==> config.mk <==
export PLATFORM = sky130hd
export DESIGN_NAME = mcast_head_scheduler
export DESIGN_NICKNAME = d
export VERILOG_FILES = /design/src/rtl/mcast_head_scheduler.sv
export SDC_FILE = /design/constraint.sdc
export NUM_CORES = 1
export LEC_CHECK = 0
export ABC_AREA = 0
export BUFFER_PORTS_ARGS = -buffer_cell sky130_fd_sc_hd__buf_4
export CORE_UTILIZATION = 24
export CTS_CLUSTER_SIZE = 40
export DETAILED_ROUTE_END_ITERATION = 6
export SYNTH_ARGS = -nofsm -noshare
export SYNTH_HDL_FRONTEND = slang
export SYNTH_SLANG_ARGS = --single-unit
==> constraint.sdc <==
create_clock -name clk -period 3.4 [get_ports clk]
set_clock_uncertainty 0.15 [all_clocks]
set_input_delay 0.17 -clock clk [delete_from_list [all_inputs] [get_ports clk]]
set_output_delay 0.17 -clock clk [all_outputs]
set_load 0.005 [all_outputs]
==> src/rtl/mcast_head_scheduler.sv <==
// mcast_head_scheduler: pops FIFO head flits and re-presents pending destinations until all accept.
// Optional MCAST_WAIT_CNT_EN adds a saturating wait_cnt of stalled SERVE cycles.
module mcast_head_scheduler #(
    parameter int NPORT    = 5,
    parameter int DATASIZE = 30,
    parameter int WCNT_W   = 8
) (
    input  logic                clk,
    input  logic                rst_n,
    input  logic                fifo_empty,
    input  logic [DATASIZE-1:0] fifo_data,
    input  logic [NPORT-1:0]    route_label,
    output logic                fifo_rd,
    output logic [NPORT-1:0]    req_label,
    output logic [DATASIZE-1:0] req_data,
    input  logic [NPORT-1:0]    accept,
    output logic                flit_done,
`ifdef MCAST_WAIT_CNT_EN
    output logic [WCNT_W-1:0]   wait_cnt,
`endif
    output logic                busy
);
    typedef enum logic {IDLE, SERVE} state_t;
    state_t state, next_state;
    logic [NPORT-1:0] pending, next_pending;
    logic [DATASIZE-1:0] head_data;
    logic serve_done, pop;

    always_ff @(posedge clk or negedge rst_n)
        if (!rst_n) state <= IDLE;
        else        state <= next_state;

    always_comb begin
        next_pending = pending & ~accept;
        serve_done   = state == SERVE && next_pending == '0;
        pop          = rst_n && !fifo_empty && (state == IDLE || serve_done);
        next_state   = ((state == SERVE && !serve_done) || (pop && route_label != '0)) ? SERVE : IDLE;
    end

    always_comb begin
        fifo_rd   = pop;
        busy      = state == SERVE;
        req_label = busy ? pending : '0;
        req_data  = busy ? head_data : '0;
    end

    // A zero-label head is dropped on load; its done pulse merges with any completion in the same cycle.
    always_ff @(posedge clk or negedge rst_n)
        if (!rst_n) begin
            pending   <= '0;
            head_data <= '0;
            flit_done <= 1'b0;
        end else begin
            pending   <= pop ? route_label : (busy ? next_pending : pending);
            head_data <= pop ? fifo_data : head_data;
            flit_done <= serve_done || (pop && route_label == '0);
        end

`ifdef MCAST_WAIT_CNT_EN
    always_ff @(posedge clk or negedge rst_n)
        if (!rst_n)                                        wait_cnt <= '0;
        else if (pop)                                      wait_cnt <= '0;
        else if (busy && !serve_done && wait_cnt != '1)    wait_cnt <= wait_cnt + 1'b1;
`endif
endmodule

Word-level counts from Yosys, hierarchy flattened --
Cells that the tools add are included.
Cells by class: muxes and demuxes 5, bitwise gates (word level) 3, reductions and logical operators 15
Operators by type and width (count):
- $mux 30 | 1
- $mux 5 | 3
- $logic_not 5->1 | 2
- $logic_and 1x1->1 | 6
- $and 5x5->5 | 1
- $not 5->5 | 1
- $reduce_bool 5->1 | 1
- $logic_or 1x1->1 | 3
- $logic_not 1->1 | 2
- $reduce_bool 2->1 | 1
- $mux 1 | 1
- $not 1->1 | 1
Word-level totals: flip-flop bits (word level) 37, input port bits 43, word-level logic and storage cells 27

Longest topological paths before layout --
Gate-level depths: netlist (run 1).
word-level depth 9, depth in mapped cells 6, mapped depth without buffers 4

Least setup slack after synthesis (run 1) --
Ideal clock, no wire load.
kind register to register, start reg state, in the netlist busy, end reg head_data[19], arrival 1.131 ns, required time 3.122 ns, slack 1.990 ns, cell stages (with the launch flop) 6, clock period less this slack 1.410 ns, cell sequence dfrtp_1 > buf_6 > buf_2 > and2_1 > a221oi_2 > nand3_1
Between the ends: longest elaborated chain between the ends 3, elaborated cells on any way between the ends 4, those cells by class bitwise: 1; reduce/logical: 3
Ends and longest elaborated chain:
- start: declaration | line 24 | state_t state, next_state;
- start signal: assignment | line 31 | else state <= next_state;
- $logic_and 1x1->1 / $not 1->1 (equally long branches) | line 35, 36
- $logic_or 1x1->1 (*) | line 36 | pop = rst_n && !fifo_empty && (state == IDLE || serve_done);
- $logic_and 1x1->1 (*) | line 36
- end signal: assignment | line 55 | head_data <= pop ? fifo_data : head_data;
- end: declaration | line 26 | logic [DATASIZE-1:0] head_data;
Mark *: on every way between the ends. The rest lies on a longest branch, timed or not. A chain may end at the register's enable or synchronous reset.

Worst setup path in the final report (run 1) --
start in rst_n, end out fifo_rd
Between the ends: longest elaborated chain between the ends 2
Ends and longest elaborated chain:
- start: declaration | line 9 | input logic rst_n,
- $logic_and 1x1->1 (2 in series) | line 36
- end: declaration | line 13 | output logic fifo_rd,
No other way between the ends.

==> results summary, run 1 <==
The flow ran to the end, and the final reports show no timing, DRC or antenna violations. The DRC violation total after the first TritonRoute iteration came out at between 200 and 250. Counting the buffers created by CTS gives 5.

In this run the clock root is driven by a sky130_fd_sc_hd__clkbuf_16. The width of the chip came out at about 110 µm. The achievable clock frequency came out at approximately 0.38 GHz.

Summing the areas of all fa, ha and maj instances in the mapped netlist gives 0% of the synthesized area. The number of cells traversed by the worst register-to-register path came out at 5. Internal power comes to 0.00171 W. Of the cells placed in the final design, the portion with a size suffix greater than 1 is a little over a third.

Global routing used between 10% and 20% of the available tracks across all layers. For this design the total switching power over the nets is roughly 0.0013 W. The number of maximum-capacitance constraint violations came out at 0.

The global-route congestion overflow total came out at 0. The max-slew violation total from the final report came to 0. The total negative slack for setup checks came out at 0 ps. The compound-cell area share of the yosys netlist came out at approximately 20%. The buffers inserted during post-CTS setup optimization came out at 0.

The H-tree was split into 2 levels. Traced cell by cell, the critical path runs through dlygate4sd3_1 -> buf_4 -> nand2b_4 -> a21oi_1 -> buf_4. The clock tree from TritonCTS is yes. The maximum fanout count along the critical path is 71.

The clock period could shrink to 2650 ps. Synthesis produced roughly 300 cells. The area growth from synthesis to layout came out at 27.7%. The terminus of the critical flop-to-flop path is pending[2]$_DFFE_PN0P_. The maximum number of pins on one net before global-route repair came out at 72. The master of the slowest instance on the critical path is sky130_fd_sc_hd__nand2b_4. The instance area at placement came out at around 3400 µm². The first detailed-routing pass ran for 4 iterations. For this design, the sink count on the clock tree is 37. The worst setup margin came out at about 750 ps. The count of different cell masters after synthesis came out at 28.

The share of the core filled with cells in the final layout came out at around 31%. The slew at the pin closest to its max-slew limit came out at ~1000 ps. The first global-routing pass estimated between 10000 and 15000 µm of wire.

After floorplanning, the core was sized to cover roughly 11000 µm². The via count of the first global-routing pass is around 2600. The worst hold margin is approximately 3.3 ps. The net count of the mapped netlist is about 340. The synthesis-stage register bit count came out at 37.

Setup repair after global routing left no endpoint under its margin. The family with the most delay on the worst path is buffers and inverters. In this run the core area contains 39 standard-cell rows. STA classifies the critical path startpoint as a primary input.

The worst hold path belongs to the class primary input to flop. The area share of and/or/nand/nor cells after synthesis is about two fifths. Leaving out fill and tap cells, the most frequent cell in the layout is sky130_fd_sc_hd__buf_4.

The synthesized area came out at between 2000 and 3000 µm². The number of failing hold endpoints at the final stage came out at 0. The die boundary height is approximately 110 µm. The worst hold path begins at fifo_data[0]. The number of port buffers is 80. The count of nets left with antenna violations after detail routing is 0.

The total via count in the routed design came out at about 2600. The sequential fraction of the synthesis area is 33.1%. The number of top-level pins came out at 81. The number of cells traversed by the worst hold path came out at 3. For hold timing, the worst endpoint is head_data[0]$_DFFE_PN0P_. The number of warnings issued by yosys is 0. The maximum buffer depth of the clock tree came out at 2. The initial antenna violation count was 0. The part of the cycle the worst path needs came out at between 70% and 80%. The combinational family with the most area after synthesis is simple AND/OR/NAND/NOR gates. The via-per-instance ratio came out at 5.16. The data required time of the worst path is slightly above 3000 ps. The post-cts repair resize count came out at 0. Measured against its own limit, the worst slew margin works out to between 30% and 40%. The detailed-route wire length came out at 8240 µm.

The count of endpoints failing setup in the final report is 0. Of the total synthesized cell area, the portion taken by XOR and XNOR cells is 0%. The critical path's largest stage delay is approximately 630 ps.

The analysis attributes to cell leakage a power of 1.40 nW. The share of total power dissipated in the clock network is roughly 15%. The final net count came out at between 400 and 500. The half-perimeter wire length of the detailed placement result came out at roughly 5200 µm. In the layout the commonest cells are sky130_fd_sc_hd__buf_4, sky130_fd_sc_hd__nand2_1, sky130_fd_sc_hd__dfrtp_1. Among the stages of the critical path, the cell type that occurs most often is sky130_fd_sc_hd__buf_4. The number of antenna diodes in the final layout is 0. The number of buffers and inverters on the critical path is 3. The switching portion of total power came out at a little over two fifths. The maximum vdd drop is between 0.4 and 0.5 mV. For this design the ratio of total power to cell area is 834 nW/µm². The routed wire length per instance came out at approximately 16 µm. The share of total power in combinational logic came out at 55.8%. Tracing the worst setup path back leads to its startpoint at rst_n. The endpoint arrival time on the critical path came out at between 2000 and 2500 ps. The starting density of the core is about a quarter.

The die area came out at 12100 µm². The kind of end point of the critical path is an output port. The final weighted congestion in routability-driven placement is about 0.7. The average cell area after synthesis is between 9 and 10 µm².

Of the total power, registers draw around 29%. The mux share of post-synthesis cell area is 0%. The remaining routing DRC violations came out at 0. The critical path is of the primary input to output port type. The clock insertion delay at the later pin of the skew report came out at between 200 and 300 ps.

The worst register-to-register path begins at pending[2]$_DFFE_PN0P_. The clock slew seen by the registers of the worst setup and hold paths is 60 ps. Across all register-to-register paths, the minimum setup slack is roughly 1300 ps. The post-route cell area came out at 3580 µm².

The worst slack at placement is 1150 ps.
==> final cells by class <==
class                           count  area, µm²
Clock buffer                        6        129
Fill cell                        1195       7840
Clock inverter                      1       5.00
Inverter                            3       11.3
Timing Repair Buffer               90        691
Tap cell                          143        179
Sequential cell                    37        927
Multi-Input combinational cell    227       1640
==> cell usage after synthesis, drive strengths merged <==
| master | n | area (µm²) |
|---|---|---|
| nand2 | 39 | 146 |
| dfrtp | 37 | 926 |
| and2 | 35 | 219 |
| nand3 | 35 | 175 |
| nand4 | 32 | 200 |
| nor3b | 32 | 240 |
| a221oi | 30 | 450 |
| buf | 27 | 218 |
| clkbuf | 7 | 26.3 |
| a21oi | 5 | 28.8 |
| nand2b | 4 | 32.5 |
| a221o | 3 | 30.0 |
| inv | 3 | 11.3 |
| a31oi | 2 | 12.5 |
| nor2 | 2 | 7.51 |
| nor2b | 2 | 20.0 |
| a21o | 1 | 15.0 |
| a32o | 1 | 10.0 |
| and3 | 1 | 6.26 |
| nor3 | 1 | 10.0 |
| o2bb2ai | 1 | 8.76 |
| or4 | 1 | 7.51 |
==> cell families after synthesis <==
group / count (synthesis)
compound gates: 43
buf+inv: 37
flops: 37
simple gates: 184
==> metrics by stage <==
step	instances	total power, W
after floorplan	301	0.00199
after global placement	494	0.00251
after detailed placement	494	0.00256
after CTS	507	0.00303
after global routing	507	0.00322
final	507	0.00298
==> power by group through the flow <==
stage,combinational (W),clock [W],sequential (W)
2_1_floorplan,0.00121,0,0.000782
5_1_grt,0.00184,0.000477,0.000909
6_report,0.00167,0.000443,0.000875
3_5_place_dp,0.00168,0,0.000884
3_3_place_gp,0.00164,0,0.000869
4_1_cts,0.00169,0.000459,0.000877
==> per-layer routing <==
metal	vias to the layer above	part of all wire, %	GRT usage, %
met3	2	4.4	2.53
met1	1290	47	18.1
li1	1256	-	-
met4	0	0.21	2.48
met2	66	48	23.6
met5	-	0	0
==> worst max path at each step <==
| stage | cells past startpoint | to | slack, ps |
|---|---|---|---|
| 2_1_floorplan | 5 | head_data[19]$_DFFE_PN0P_ | 1990 |
| 3_3_place_gp | 5 | pending[1]$_DFFE_PN0P_ | 1200 |
| 3_5_place_dp | 5 | pending[1]$_DFFE_PN0P_ | 1150 |
| 4_1_cts | 5 | fifo_rd | 680 |
| 5_1_grt | 5 | fifo_rd | 500 |
| 6_report | 5 | fifo_rd | 750 |
==> sequential cells by signal (all words and copies together), names as in the netlist <==
name       count
busy           1
pending        5
flit_done      1
head_data     30
==> tightest hold or removal path: stages <==
cell and delay [ps]:
sky130_fd_sc_hd__buf_4 80, sky130_fd_sc_hd__nand4_1 60, sky130_fd_sc_hd__nand3_1 80
==> timing repair <==
| action | CTS | global route |
|---|---|---|
| hold buffers | 6 | 0 |
| hold endpoints to repair | 42 | 0 |
| endpoints found under the setup margin | 0 | 0 |
No activity file was read; power rests on OpenSTA's default activity.
==> run 2: changes to the inputs <==
==> constraint.sdc (replaced) <==
create_clock -name clk -period 2.67 [get_ports clk]
set_clock_uncertainty 0.15 [all_clocks]
set_input_delay 0.1335 -clock clk [delete_from_list [all_inputs] [get_ports clk]]
set_output_delay 0.1335 -clock clk [all_outputs]
set_load 0.005 [all_outputs]
==> run 2 against run 1 <==
Setup slack worse by 320 ps. Global-route usage is 1.1 points higher. Via count increased by 7.5%. Register-to-register slack lost 470 ps. Combinational power grew 34%. Clock power up 30%. Cell count rose by 7.5%. Largest cell class unchanged.
==> results summary, run 2 (synthesized netlist as in run 1, its figures left out) <==
Status: complete, no violations (unchanged). The final critical path takes up 84.1% of the cycle. The total power divided by cell area came out at 990 nW/µm² (was 834 nW/µm²). The worst min-delay path category was primary input to flop (unchanged). The slew at the pin closest to its max-slew limit was 649 ps (was 1000 ps). The total negative slack for setup checks was 0 ps (unchanged). The clock net sink count came out at 37 (unchanged). The area growth from synthesis to layout came out at 40.9% (was 27.7%). The routed wire length per instance came out at 15.9 µm (was 16.2 µm). The type of the worst setup path is primary input to output port (unchanged).

The number of failing hold endpoints at the final stage is 0 (unchanged). The detailed-route wire length is 8680 µm (was 8240 µm). The number of levels the H-tree was split into is 2 (unchanged). The wire length of the first global-routing pass came out at 14000 µm (was 13000 µm). The maximum number of pins on one net before global-route repair came to 46 (was 72).

The half-perimeter wire length of the detailed placement result came out at 5710 µm (was 5240 µm). The via-per-instance ratio is 5.16 (about the same). The number of port buffers came out at 80 (unchanged). Unrepaired setup endpoints after global routing: false (unchanged). The remaining routing DRC violations is 0 (unchanged).

The critical path startpoint category is a primary input (unchanged). The maximum vdd drop came out at 0.545 mV (was 0.423 mV). The buffers inserted during post-CTS setup optimization came to 0 (unchanged). The register with the highest flop count is head_data (unchanged).

The number of optimization iterations in the first detailed-route pass is 4 (unchanged). The die boundary height came to 110 µm (unchanged). The maximum fanout count along the critical path is 32 (was 71).

The clock insertion delay at the later pin of the skew report came out at 280 ps (about the same). The kind of end point of the critical path is an output port (unchanged). The starting density of the core is 24.5% (unchanged). The final weighted congestion in routability-driven placement came out at 0.717 (was 0.680). The hold buffer count at cts was 36 (was 6). The endpoint arrival time on the critical path came out at 1960 ps (was 2330 ps). The number of flip-flops under the largest register name was 30 (unchanged). The endpoint of the worst hold path is pending[0]$_DFFE_PN0P_ (was head_data[0]$_DFFE_PN0P_). Timing would allow up to about 0.45 GHz. The total via count in the routed design is 2811 (was 2614). The number of rows created at floorplan was 39 (unchanged). The initial antenna violation count came out at 0 (unchanged). The number of diodes added for antenna fixing is 0 (unchanged).

Registers with the most flip-flops: head_data (30), pending (5) (unchanged). The global-route congestion overflow total is 0 (unchanged). The worst setup margin came out at 423 ps (was 746 ps). The relative slew slack is 56.8% (was 33.3%). The startpoint of the most critical hold path is accept[0] (was fifo_data[0]). The post-cts repair resize count came out at 0 (unchanged).

The terminus of the critical flop-to-flop path is head_data[9]$_DFFE_PN0P_ (was pending[2]$_DFFE_PN0P_). The width of the chip is 110 µm (unchanged). The DRC violation total after the first TritonRoute iteration came out at 156 (was 210). The commonest non-fill, non-tap cell in the layout is sky130_fd_sc_hd__buf_4 (unchanged). The worst slack at placement is 852 ps (was 1150 ps). The count of nets left with antenna violations after detail routing came out at 0 (unchanged). The number of cells traversed by the worst register-to-register path came out at 4 (was 5).

The final net count came out at 444 (was 407). The final period demand of the worst path is between 2000 and 2500 ps. The internal reg-to-reg setup slack is 870 ps (was 1340 ps). The static power due to leakage came out at 1.57 nW (was 1.40 nW). The global routing usage summed across all routing layers came to 14.8% (was 13.8%). The number of maximum-capacitance constraint violations came to 0 (unchanged). Highest-count cells in the layout ignoring fill and taps: sky130_fd_sc_hd__buf_4, sky130_fd_sc_hd__nand2_1, sky130_fd_sc_hd__dfrtp_1, sky130_fd_sc_hd__dlygate4sd3_1 (was sky130_fd_sc_hd__buf_4, sky130_fd_sc_hd__nand2_1, sky130_fd_sc_hd__dfrtp_1). The clock root buffer was sky130_fd_sc_hd__clkbuf_16 (unchanged). The TritonCTS buffer count is 5 (unchanged).

The clock tree from TritonCTS is yes (unchanged). The via count of the first global-routing pass is 2896 (was 2587). The worst reg2reg path startpoint is busy$_DFF_PN0_ (was pending[2]$_DFFE_PN0P_). The die area is 12100 µm² (unchanged). The clock slew seen by the registers of the worst setup and hold paths came out at 60 ps (about the same). The data required time of the worst path came out at 2390 ps (was 3080 ps). The area of the core region came out at 11400 µm² (unchanged). The maximum buffer depth of the clock tree came out at 2 (unchanged). The share of cells above drive strength 1 is 33.8% (was 35.2%).

The number of top-level pins is 81 (unchanged). The number of cells traversed by the worst hold path was 4 (was 3). The max-slew violation total from the final report was 0 (unchanged).

The count of endpoints failing setup in the final report is 0 (unchanged).
[run 2: cell types whose count changed in the layout (fill, tap and decap cells not counted)]
| cell | previous run | this run |
|---|---|---|
| sky130_fd_sc_hd__dlygate4sd3_1 | 6 | 36 |
| sky130_fd_sc_hd__buf_4 | 84 | 90 |
| sky130_fd_sc_hd__buf_12 | 0 | 1 |
| sky130_fd_sc_hd__clkinv_2 | 1 | 2 |
[run 2: stage by stage]
step	std cells	instance area [µm²]	power (W)	hold slack, ps	util [%]
2_1_floorplan	301	2800	0.00253	-312	-
3_3_place_gp	501	3450	0.00324	-98.9	30.2
5_1_grt	545	3950	0.00421	65.4	34.6
4_1_cts	545	3950	0.00395	28.8	34.6
3_5_place_dp	501	3450	0.00330	-89.3	30.2
6_report	545	3950	0.00391	34.5	34.6
[run 2: final cells by class]
type	count	area [µm²]
fillers	1185	7470
inverters	3	11.3
flip-flops and latches	37	927
well taps	143	179
clock buffers	6	129
repair buffers	127	1060
multi-input cells	227	1640
clock inverters	2	10.0
[run 2: report_power, final]
| part | total (W) | switching, W | internal (W) |
|---|---|---|---|
| sequential | 0.00110 | 0.000256 | 0.000846 |
| clock | 0.000578 | 0.000235 | 0.000343 |
| combinational | 0.00223 | 0.00116 | 0.00107 |
[run 2: worst max-delay path, cell delays in order]
cell	delay, ps
sky130_fd_sc_hd__dlygate4sd3_1	530
sky130_fd_sc_hd__buf_4	300
sky130_fd_sc_hd__nand2b_4	320
sky130_fd_sc_hd__buf_4	320
sky130_fd_sc_hd__a21oi_1	190
sky130_fd_sc_hd__buf_4	140
[run 2: worst max path at each step]
stage,endpoint,startpoint
3_5_place_dp,head_data[8]$_DFFE_PN0P_,rst_n
4_1_cts,fifo_rd,rst_n
6_report,fifo_rd,rst_n
2_1_floorplan,head_data[19]$_DFFE_PN0P_,busy$_DFF_PN0_
3_3_place_gp,pending[4]$_DFFE_PN0P_,rst_n
5_1_grt,fifo_rd,rst_n
[run 2: layer usage]
metal	global-route usage, %	part of all wire (%)
met2	26.2	49
met1	18.1	45
met3	2.41	4.8
met5	0	0
met4	5.33	1.6
